--- src/rtl/alu_ctx_sequencer_pkg.sv ---
// alu_ctx_sequencer_pkg: shared widths, defaults and FSM encoding for the ALU context sequencer
package alu_ctx_sequencer_pkg;
  localparam int ALU_CFG_BITS = 8;
  localparam int CTX_IM_BITS = 16;
  localparam int CTX_DEPTH_DEF = 16;
  localparam int CTX_AW_DEF = 4;
  localparam int FLUSH_CYCLES_DEF = 2;
  typedef enum logic [1:0] {
    SEQ_IDLE  = 2'd0,
    SEQ_RUN   = 2'd1,
    SEQ_FLUSH = 2'd2,
    SEQ_DONE  = 2'd3
  } seq_state_t;
endpackage

--- src/rtl/alu_ctx_sequencer_ctx_mem.sv ---
// alu_ctx_sequencer_ctx_mem: context register file, one synchronous write port, one asynchronous read port
//   CLK      clock
//   we       write enable
//   wr_addr  write address
//   wr_data  write word {CFG, IM}
//   rd_addr  read address
//   rd_data  combinational read word
module alu_ctx_sequencer_ctx_mem import alu_ctx_sequencer_pkg::*; #(
  parameter int DEPTH = CTX_DEPTH_DEF,
  parameter int AW = CTX_AW_DEF,
  parameter int W = ALU_CFG_BITS + CTX_IM_BITS
) (
  input  logic          CLK,
  input  logic          we,
  input  logic [AW-1:0] wr_addr,
  input  logic [W-1:0]  wr_data,
  input  logic [AW-1:0] rd_addr,
  output logic [W-1:0]  rd_data
);
  logic [W-1:0] mem [DEPTH];
  always_ff @(posedge CLK)
    if (we) mem[wr_addr] <= wr_data;
  assign rd_data = mem[rd_addr];
endmodule

--- src/rtl/alu_ctx_sequencer.sv ---
// alu_ctx_sequencer: steps a context memory onto the ALU control inputs, then drains and pulses done
//   CLK, RST (async, active-low)
//   wr_en_in/wr_addr_in/wr_data_in  context write port (IDLE only), wr_err_out pulses on a dropped write
//   start_in/abort_in/stall_in      run control
//   ctx_last_in/iter_in             run bounds, latched at start (iter 0 treated as 1)
//   CFG_out/IM_out/En_out/Mode_out/Finish_out  registered ALU controls
//   busy_out/done_out               status
// Optional feature macro CTX_SEQ_LOOP_EN: multi-pass iteration; when undefined iter_in is unused.
module alu_ctx_sequencer import alu_ctx_sequencer_pkg::*; #(
  parameter int CTX_DEPTH = CTX_DEPTH_DEF,
  parameter int CTX_AW = CTX_AW_DEF,
  parameter int CFG_W = ALU_CFG_BITS,
  parameter int IM_W = CTX_IM_BITS,
  parameter int FLUSH_CYCLES = FLUSH_CYCLES_DEF
) (
  input  logic                  CLK,
  input  logic                  RST,
  input  logic                  wr_en_in,
  input  logic [CTX_AW-1:0]     wr_addr_in,
  input  logic [CFG_W+IM_W-1:0] wr_data_in,
  output logic                  wr_err_out,
  input  logic                  start_in,
  input  logic                  abort_in,
  input  logic                  stall_in,
  input  logic [CTX_AW-1:0]     ctx_last_in,
  input  logic [7:0]            iter_in,
  output logic [CFG_W-1:0]      CFG_out,
  output logic [IM_W-1:0]       IM_out,
  output logic                  En_out,
  output logic                  Mode_out,
  output logic                  Finish_out,
  output logic                  busy_out,
  output logic                  done_out
);
  seq_state_t state, state_n;
  logic [CTX_AW-1:0] ptr, ptr_n, last, last_n, p, lst;
  logic [7:0] fcnt, fcnt_n;
  logic [CFG_W-1:0] cfg_n;
  logic [IM_W-1:0] im_n;
  logic [CFG_W+IM_W-1:0] rd_data;
  logic en_n, mode_n, fin_n, done_n, err_n, we, step, last_pass;
`ifdef CTX_SEQ_LOOP_EN
  logic [7:0] icnt, icnt_n, iters, iters_n, it, ic;
`else
  logic unused_iter;
  assign unused_iter = ^iter_in;
`endif
  assign err_n = wr_en_in && (state != SEQ_IDLE || start_in);
  assign we = wr_en_in && !err_n;
  assign busy_out = state != SEQ_IDLE;
  alu_ctx_sequencer_ctx_mem #(.DEPTH(CTX_DEPTH), .AW(CTX_AW), .W(CFG_W + IM_W)) u_ctx_mem (
    .CLK(CLK),
    .we(we),
    .wr_addr(wr_addr_in),
    .wr_data(wr_data_in),
    .rd_addr(p),
    .rd_data(rd_data)
  );
  // In IDLE the start cycle itself presents ctx[0], so the step logic works from the fresh bounds.
  always_comb begin
    p = (state == SEQ_IDLE) ? '0 : ptr;
    lst = (state == SEQ_IDLE) ? ctx_last_in : last;
`ifdef CTX_SEQ_LOOP_EN
    it = (state == SEQ_IDLE) ? ((iter_in == 8'd0) ? 8'd1 : iter_in) : iters;
    ic = (state == SEQ_IDLE) ? 8'd0 : icnt;
    last_pass = ic == it - 8'd1;
`else
    last_pass = 1'b1;
`endif
  end
  always_comb begin
    step = (state == SEQ_IDLE && start_in) || (state == SEQ_RUN && !Finish_out && !stall_in);
    state_n = state;
    ptr_n = ptr;
    last_n = last;
    fcnt_n = fcnt;
    cfg_n = CFG_out;
    im_n = IM_out;
    en_n = 1'b0;
    mode_n = Mode_out;
    fin_n = 1'b0;
    done_n = 1'b0;
`ifdef CTX_SEQ_LOOP_EN
    icnt_n = icnt;
    iters_n = iters;
`endif
    case (state)
      SEQ_IDLE: if (start_in) begin
        state_n = SEQ_RUN;
        last_n = ctx_last_in;
`ifdef CTX_SEQ_LOOP_EN
        iters_n = it;
`endif
      end
      // Finish was shown last cycle: the first drain cycle starts now.
      SEQ_RUN: if (Finish_out) begin
        state_n = SEQ_FLUSH;
        fcnt_n = 8'd1;
      end
      SEQ_FLUSH: if (fcnt == 8'(FLUSH_CYCLES)) begin
        state_n = SEQ_DONE;
        done_n = 1'b1;
        mode_n = 1'b0;
        cfg_n = '0;
        im_n = '0;
      end else fcnt_n = fcnt + 8'd1;
      default: begin
        state_n = SEQ_IDLE;
        mode_n = 1'b0;
        cfg_n = '0;
        im_n = '0;
      end
    endcase
    if (step) begin
      en_n = 1'b1;
      mode_n = 1'b1;
      {cfg_n, im_n} = rd_data;
      fin_n = (p == lst) && last_pass;
      ptr_n = (p == lst) ? '0 : p + CTX_AW'(1);
`ifdef CTX_SEQ_LOOP_EN
      icnt_n = (p == lst) ? ic + 8'd1 : ic;
`endif
    end
    if (abort_in && state != SEQ_IDLE) begin
      state_n = SEQ_IDLE;
      ptr_n = '0;
      en_n = 1'b0;
      mode_n = 1'b0;
      fin_n = 1'b0;
      done_n = 1'b0;
      cfg_n = '0;
      im_n = '0;
    end
  end
  always_ff @(posedge CLK or negedge RST)
    if (!RST) begin
      state <= SEQ_IDLE;
      ptr <= '0;
      last <= '0;
      fcnt <= '0;
      CFG_out <= '0;
      IM_out <= '0;
      En_out <= 1'b0;
      Mode_out <= 1'b0;
      Finish_out <= 1'b0;
      done_out <= 1'b0;
      wr_err_out <= 1'b0;
    end else begin
      state <= state_n;
      ptr <= ptr_n;
      last <= last_n;
      fcnt <= fcnt_n;
      CFG_out <= cfg_n;
      IM_out <= im_n;
      En_out <= en_n;
      Mode_out <= mode_n;
      Finish_out <= fin_n;
      done_out <= done_n;
      wr_err_out <= err_n;
    end
`ifdef CTX_SEQ_LOOP_EN
  always_ff @(posedge CLK or negedge RST)
    if (!RST) begin
      icnt <= 8'd0;
      iters <= 8'd0;
    end else begin
      icnt <= icnt_n;
      iters <= iters_n;
    end
`endif
endmodule

--- config.mk ---
export PLATFORM = sky130hd
export DESIGN_NAME = alu_ctx_sequencer
export DESIGN_NICKNAME = d
export VERILOG_FILES = /design/src/rtl/alu_ctx_sequencer_pkg.sv /design/src/rtl/alu_ctx_sequencer_ctx_mem.sv /design/src/rtl/alu_ctx_sequencer.sv
export SDC_FILE = /design/constraint.sdc
export NUM_CORES = 1
export LEC_CHECK = 0
export CORE_UTILIZATION = 54
export DETAILED_ROUTE_END_ITERATION = 8
export HOLD_SLACK_MARGIN = 0.05
export PLACE_DENSITY = 0.75
export SYNTH_ARGS = -nofsm -noshare
export SYNTH_HDL_FRONTEND = slang
export SYNTH_SLANG_ARGS = --single-unit
--- constraint.sdc ---
create_clock -name CLK -period 4.1 [get_ports CLK]
set_input_delay 0.41 -clock CLK [delete_from_list [all_inputs] [get_ports CLK]]
set_output_delay 0.41 -clock CLK [all_outputs]
set_load 0.05 [all_outputs]
==> run metrics, run 1 <==
PwrDens approximately 630 nW/um2; fraction of registers with async set/reset 10.9%; CP Depth 8; vias 10,800; post-synthesis sequential area ratio 72.2%; Worst EP arrival 3330 ps; initial antenna violation count 2; Clk pwr share 31.5%; GR Util All Layers 25.2%; max-cap violations 0; largest net degree at the start of global routing 75; clock tree buffer depth 3; Layout Cells excl Fill 1,764; clock buffer count from CTS 43; core area 31,800 um2; vias in the first global route roughly 10,000; RSZ-0062 raised after global routing false; IO Count 76; P_leak 0.00696 uW; final worst slack 961 ps; combinational power share 27.2%; Crit Path Category flip-flop to flip-flop; H-Tree Depth 2; Ys Warns 0; worst slew pin tran between 1000 and 1500 ps; Clock Tree Root clkbuf_16; hpwl dp 23.3 mm; cell family with most CP delay simple AND/OR/NAND/NOR gates; Post-synth top flop edfxtp_1; critical path peak fanout 24; n_diodes 0; Post-synth EDFFs approximately 380; Synth top area share 65.5%; total wire length 41.4 mm; die area 33,300 um2; Slew Limit Fails 0; GR Util met1 approximately 36%; Top cell by count, worst path inv_1; first-pass GRT wire length 62.4 mm; Post-CTS Resized 0; setup bufs post-CTS 0; Die Wd 183 um; Post-Synthesis Cells 1,225; library cells used by synthesis 47; WP data required around 4300 ps; clk_skew 13.3 ps; Period minus WS final 3140 ps; Net Sw Frac between 30% and 40%; hold_buf cts 1; drt pass-1 iters 5; Die Span Y between 150 and 200 um; CTS clk-pin slew, worst paths 60 ps; CP Cell Sequence inv_1 > ha_4 > inv_1 > nor2_1 > nand2_1 > or3_1 > nor2_2 > buf_4; critical path's slowest cell nor2_1; GRT busiest layer met2; relative slew slack 9.53%; synth cell count leaders edfxtp_1, nor2_1, mux2i_1; status finished, final reports clean; NumNets Final 1,347; Post-Syn Area per Cell ~14 um2; Via-to-Cell Ratio 6.12; element type at the critical path end flip-flop; share of cells above drive strength 1 10.8%; row cnt 65; top post-synthesis cells by area edfxtp_1, mux2i_1, dfrtp_1; met3 GRT Util under 10%; Synth-to-Final Area Change 15.1%; syn_nets between 1,000 and 1,500; Seq pwr share 41.3%; Final Hold Viols 0; met2 Resource Use GR 39.8%; Synth Register Bits 431; Final setup viols 0; Clock Sinks 431; NetSw 4080 uW; Inst Count DP 1,683; DR DRC count 0; CTS tree done; Routed Antenna Nets 0; GPL Wtd Cong 0.799; Worst Hold Class input pin to asynchronous set/reset pin; GRT overflow 0; Yosys top cell by area edfxtp_1; drt initial violations between 1,000 and 1,500; Startpoint Class flip-flop; dpl ws 1050 ps; top-count cell post-synth edfxtp_1; buffers added on ports 67; routed len/inst between 20 and 25 um; r2r worst-path depth 8; fmax 0.319 GHz; Initial Util ~55%; Fin Setup TNS 0 ps; internal power roughly 8600 uW; critical path's largest stage delay about 450 ps; WP buf/inv 3; clk_lat worst skew 550 ps; Max VDD drop 0.492 mV; Post-Syn Area between 15,000 and 20,000 um2; Final Cycle Share 76.6%
[sequential cells by signal (all words and copies together), names as in the netlist, 2 cells and up]
| signal | count |
|---|---|
| u_ctx_mem.mem | 384 |
| IM_out | 16 |
| CFG_out | 8 |
| fcnt | 8 |
| last | 4 |
| ptr | 4 |
| state | 2 |
[power by group through the flow]
stage | Clock [uW] | Sequential (uW) | Combinational [uW]
floorplan | 0 | 5380 | 2390
finish | 4000 | 5230 | 3450
detailed placement | 0 | 5310 | 3420
global placement | 0 | 5310 | 3330
global route | 4210 | 5260 | 3720
CTS | 4050 | 5230 | 3440
[stage by stage]
stage	utilization [%]	power [uW]	instance area [um2]	hold WS, ps
6_report	63.7	12700	20300	453
5_1_grt	63.7	13200	20300	498
4_1_cts	63.7	12700	20300	471
3_5_place_dp	59.1	8730	18800	476
3_3_place_gp	59.1	8640	18800	462
2_1_floorplan	-	7770	17600	114
[area by class of cell]
class	instances	area [um2]
well taps	435	544
clock inverters	23	264
fillers	2278	11500
flip-flops and latches	431	12700
clock buffers	57	1190
inverters	6	22.5
multi-input cells	705	4530
repair buffers	107	993
[path summary, 6_finish.rpt]
check,from,endpoint,slack [ps]
max in group asynchronous,RST,ptr[0]$_DFFE_PN0P_,2770
hold / removal,RST,fcnt[1]$_DFFE_PN0P_,450
hold reg to reg,Mode_out$_DFFE_PN0P_,Mode_out$_DFFE_PN0P_,480
min in group CLK,Mode_out$_DFFE_PN0P_,Mode_out$_DFFE_PN0P_,480
setup reg to reg,state[0]$_DFFE_PN0P_,u_ctx_mem.mem[4][1]$_DFFE_PP_,960
setup / recovery,state[0]$_DFFE_PN0P_,u_ctx_mem.mem[4][1]$_DFFE_PP_,960
[placed cells by master (no fill, tap or decap), types with 4 or more instances in the layout]
cell | Yosys | final
nor2_1 | 164 | 151
edfxtp_1 | 384 | 384
clkbuf_16 | 0 | 43
nand2b_1 | 8 | 7
nand3_1 | 31 | 31
a21oi_1 | 93 | 93
mux2i_1 | 131 | 131
buf_4 | 9 | 37
ha_1 | 7 | 6
clkbuf_1 | 31 | 8
nor2_2 | 0 | 13
inv_1 | 6 | 6
o22ai_1 | 24 | 24
mux2_2 | 4 | 4
a22oi_1 | 25 | 25
o21ai_0 | 74 | 74
clkinv_2 | 0 | 9
o22a_1 | 5 | 5
clkbuf_8 | 0 | 6
dfrtp_1 | 47 | 45
bufinv_16 | 0 | 5
nand2_1 | 42 | 42
clkdlybuf4s50_1 | 0 | 66
xor2_1 | 4 | 4
a32o_1 | 26 | 26
nor3_1 | 11 | 7
or4_1 | 22 | 22
nor3_2 | 1 | 4
[layer usage]
layer | vias up | routed length [um]
met3 | 79 | 3800
met2 | 554 | 19600
met4 | 4 | 965
met5 | - | 26
met1 | 5348 | 17000
li1 | 4817 | -
[kinds of logic (layout without fill, tap and decap cells)]
family	Yosys count	after routing	share of synthesized area [%]
AO/OA/AOI/OAI	260	260	9.14
buffers and inverters	89	193	2.47
AND/OR/NAND/NOR	296	296	7.64
XOR/XNOR	7	7	0.348
multiplexers	135	135	7.71
flip-flops	431	431	72.2
adder cells (fa/ha/maj)	7	7	0.498
Power figures use the tool's default switching activity.
==> run 2, diff against run 1 <==
- CORE_UTILIZATION: 54 -> 60
- PLACE_DENSITY: 0.75 -> 0.79
- clock period: 4.1 -> 3.2 ns (I/O delays scaled with it)
==> run 2 against run 1 <==
Sequential cell count unchanged. Global-route usage increased by 2.7 points. Clock-buffer cell count decreased by 1. Final cell count decreased by 1.5%. Fmax increased by 15%. Clock skew increased by 0.98 ps. First-iteration DRC count increased by 4.5%. Die area decreased by 9.9%. Register-to-register slack got worse by 500 ps. Combinational power increased by 36%. Largest cell class unchanged.
==> run metrics, run 2 (same netlist as run 1, synthesis figures left out) <==
status finished, final reports clean; Worst EP arrival 2910 ps; commonest non-fill, non-tap cells in the layout edfxtp_1, nor2_1, mux2i_1; drt pass-1 iters 5; critical path peak fanout 24; hpwl dp approximately 24 mm; Period minus WS final 2740 ps; P_leak 0.00705 uW; Seq. cell area between 10,000 and 15,000 um2; Die Wd 173 um; Via-to-Cell Ratio 6.28; GR Util All Layers 27.9%; Max VDD drop about 0.60 mV; CP Cell Sequence inv_1 > ha_4 > inv_1 > nor2_1 > nand4_1 > nor2_2 > buf_4; max FFs per register 384; commonest non-fill, non-tap cell in the layout edfxtp_1; first-pass GRT wire length 62.5 mm; H-Tree Depth 2; Synth-to-Final Area Change 15.7%; Hold WS 434 ps; DR DRC count 0; row cnt 62; max-cap violations 0; PwrDens a little under 800 nW/um2; Clock Tree Root clkbuf_16; GRT overflow 0; buffers added on ports 67; share of cells above drive strength 1 11.5%; Routed Antenna Nets 0; Final setup viols 0; drt initial violations about 1,300; Filler cells 1,830; total wire length 41.0 mm; Most flops, register u_ctx_mem.mem; critical path's largest stage delay 440 ps; largest net degree at the start of global routing 54; Die Span Y 173 um; Final Hold Viols 0; Inst Count DP 1,656; relative slew slack roughly two fifths; routed len/inst 23.6 um; Clock Sinks 431; CTS tree done; critical path's slowest cell buf_4; clk_skew around 14 ps; WP data required 3370 ps; clk_lat worst skew 540 ps; hold_sp ctx_last_in[0]; GPL Wtd Cong 0.824; power consumption 16,100 uW; Slew Limit Fails 0; Reg2Reg Launch Point state[0]$_DFFE_PN0P_; clock buffer count from CTS 43; biggest regs u_ctx_mem.mem: 384 flops, IM_out: 16 flops; final worst slack 460 ps; fmax 0.365 GHz; Initial Util 61.2%; Layout Cells excl Fill 1,737; vias in the first global route 10,800; die area ~30,000 um2; Crit Path Category flip-flop to flip-flop; clock tree buffer depth 3; element type at the critical path end flip-flop; dpl ws 487 ps; vias 10,900; Final Cycle Share approximately 86%; NumNets Final 1,371; core area 28,800 um2; worst slew pin tran 892 ps; initial antenna violation count 2; CTS clk-pin slew, worst paths 60 ps; Startpoint Class flip-flop; Top cell by count, worst path inv_1; Crit. Startpoint state[0]$_DFFE_PN0P_; Worst Hold Class input pin to flip-flop; IO Count 76; RSZ-0062 raised after global routing false; footprint of the multi-input gates 4560 um2
run 2: path summary, 6_finish.rpt:
check	to	slack, ps	cells past startpoint
min reg2reg	Mode_out$_DFFE_PN0P_	490	1
min in group asynchronous	done_out$_DFF_PN0_	450	2
max	u_ctx_mem.mem[15][10]$_DFFE_PP_	460	7
max in group asynchronous	CFG_out[6]$_DFFE_PN0P_	1940	3
min	last[0]$_DFFE_PN0P_	430	2
max reg2reg	u_ctx_mem.mem[15][10]$_DFFE_PP_	460	7
run 2: report_power, final:
part           switching [uW]  internal, uW  leakage, uW
Combinational            2950          1740      0.00232
Clock                    2000          2830     0.000659
Sequential                277          6360      0.00407
Total                    5220         10900      0.00705
run 2: metal layers:
| layer | part of all wire [%] | track usage (%) | up-vias |
|---|---|---|---|
| li1 | - | - | 4864 |
| met1 | 41 | 39.5 | 5404 |
| met2 | 48 | 44.6 | 552 |
| met3 | 9.1 | 4.56 | 89 |
| met4 | 2.8 | 9.51 | 0 |
| met5 | 0 | 0 | - |
run 2: per-stage QoR:
| step | instance area (um2) | TNS (ps) | util (%) |
|---|---|---|---|
| final | 20400 | 0 | 70.8 |
| after floorplan | 17600 | -16130 | - |
| after detailed placement | 19000 | 0 | 66.0 |
| after global placement | 19000 | 0 | 66.0 |
| after global routing | 20400 | 0 | 70.8 |
| after CTS | 20400 | 0 | 70.8 |
run 2: layout make-up:
class	instances	share of cell area (%)
clock buffers	56	5.78
clock inverters	22	0.872
multi-input cells	705	22.4
well taps	384	2.36
diodes	2	0.0246
flip-flops and latches	431	62.4
repair buffers	131	6.07
inverters	6	0.111
run 2: worst max-delay path, delay by kind of cell (launching register included):
kind	cells	cell delay (ps)
adders and majority gates	1	270
buffers and inverters	3	690
DFF	1	400
and+or+nand+nor	3	1000
run 2: timing repair:
action / CTS / global route
hold endpoints to repair: 34 / 0
gates resized for setup: 0 / 0
hold buffers: 1 / 0
setup buffers: 0 / 0
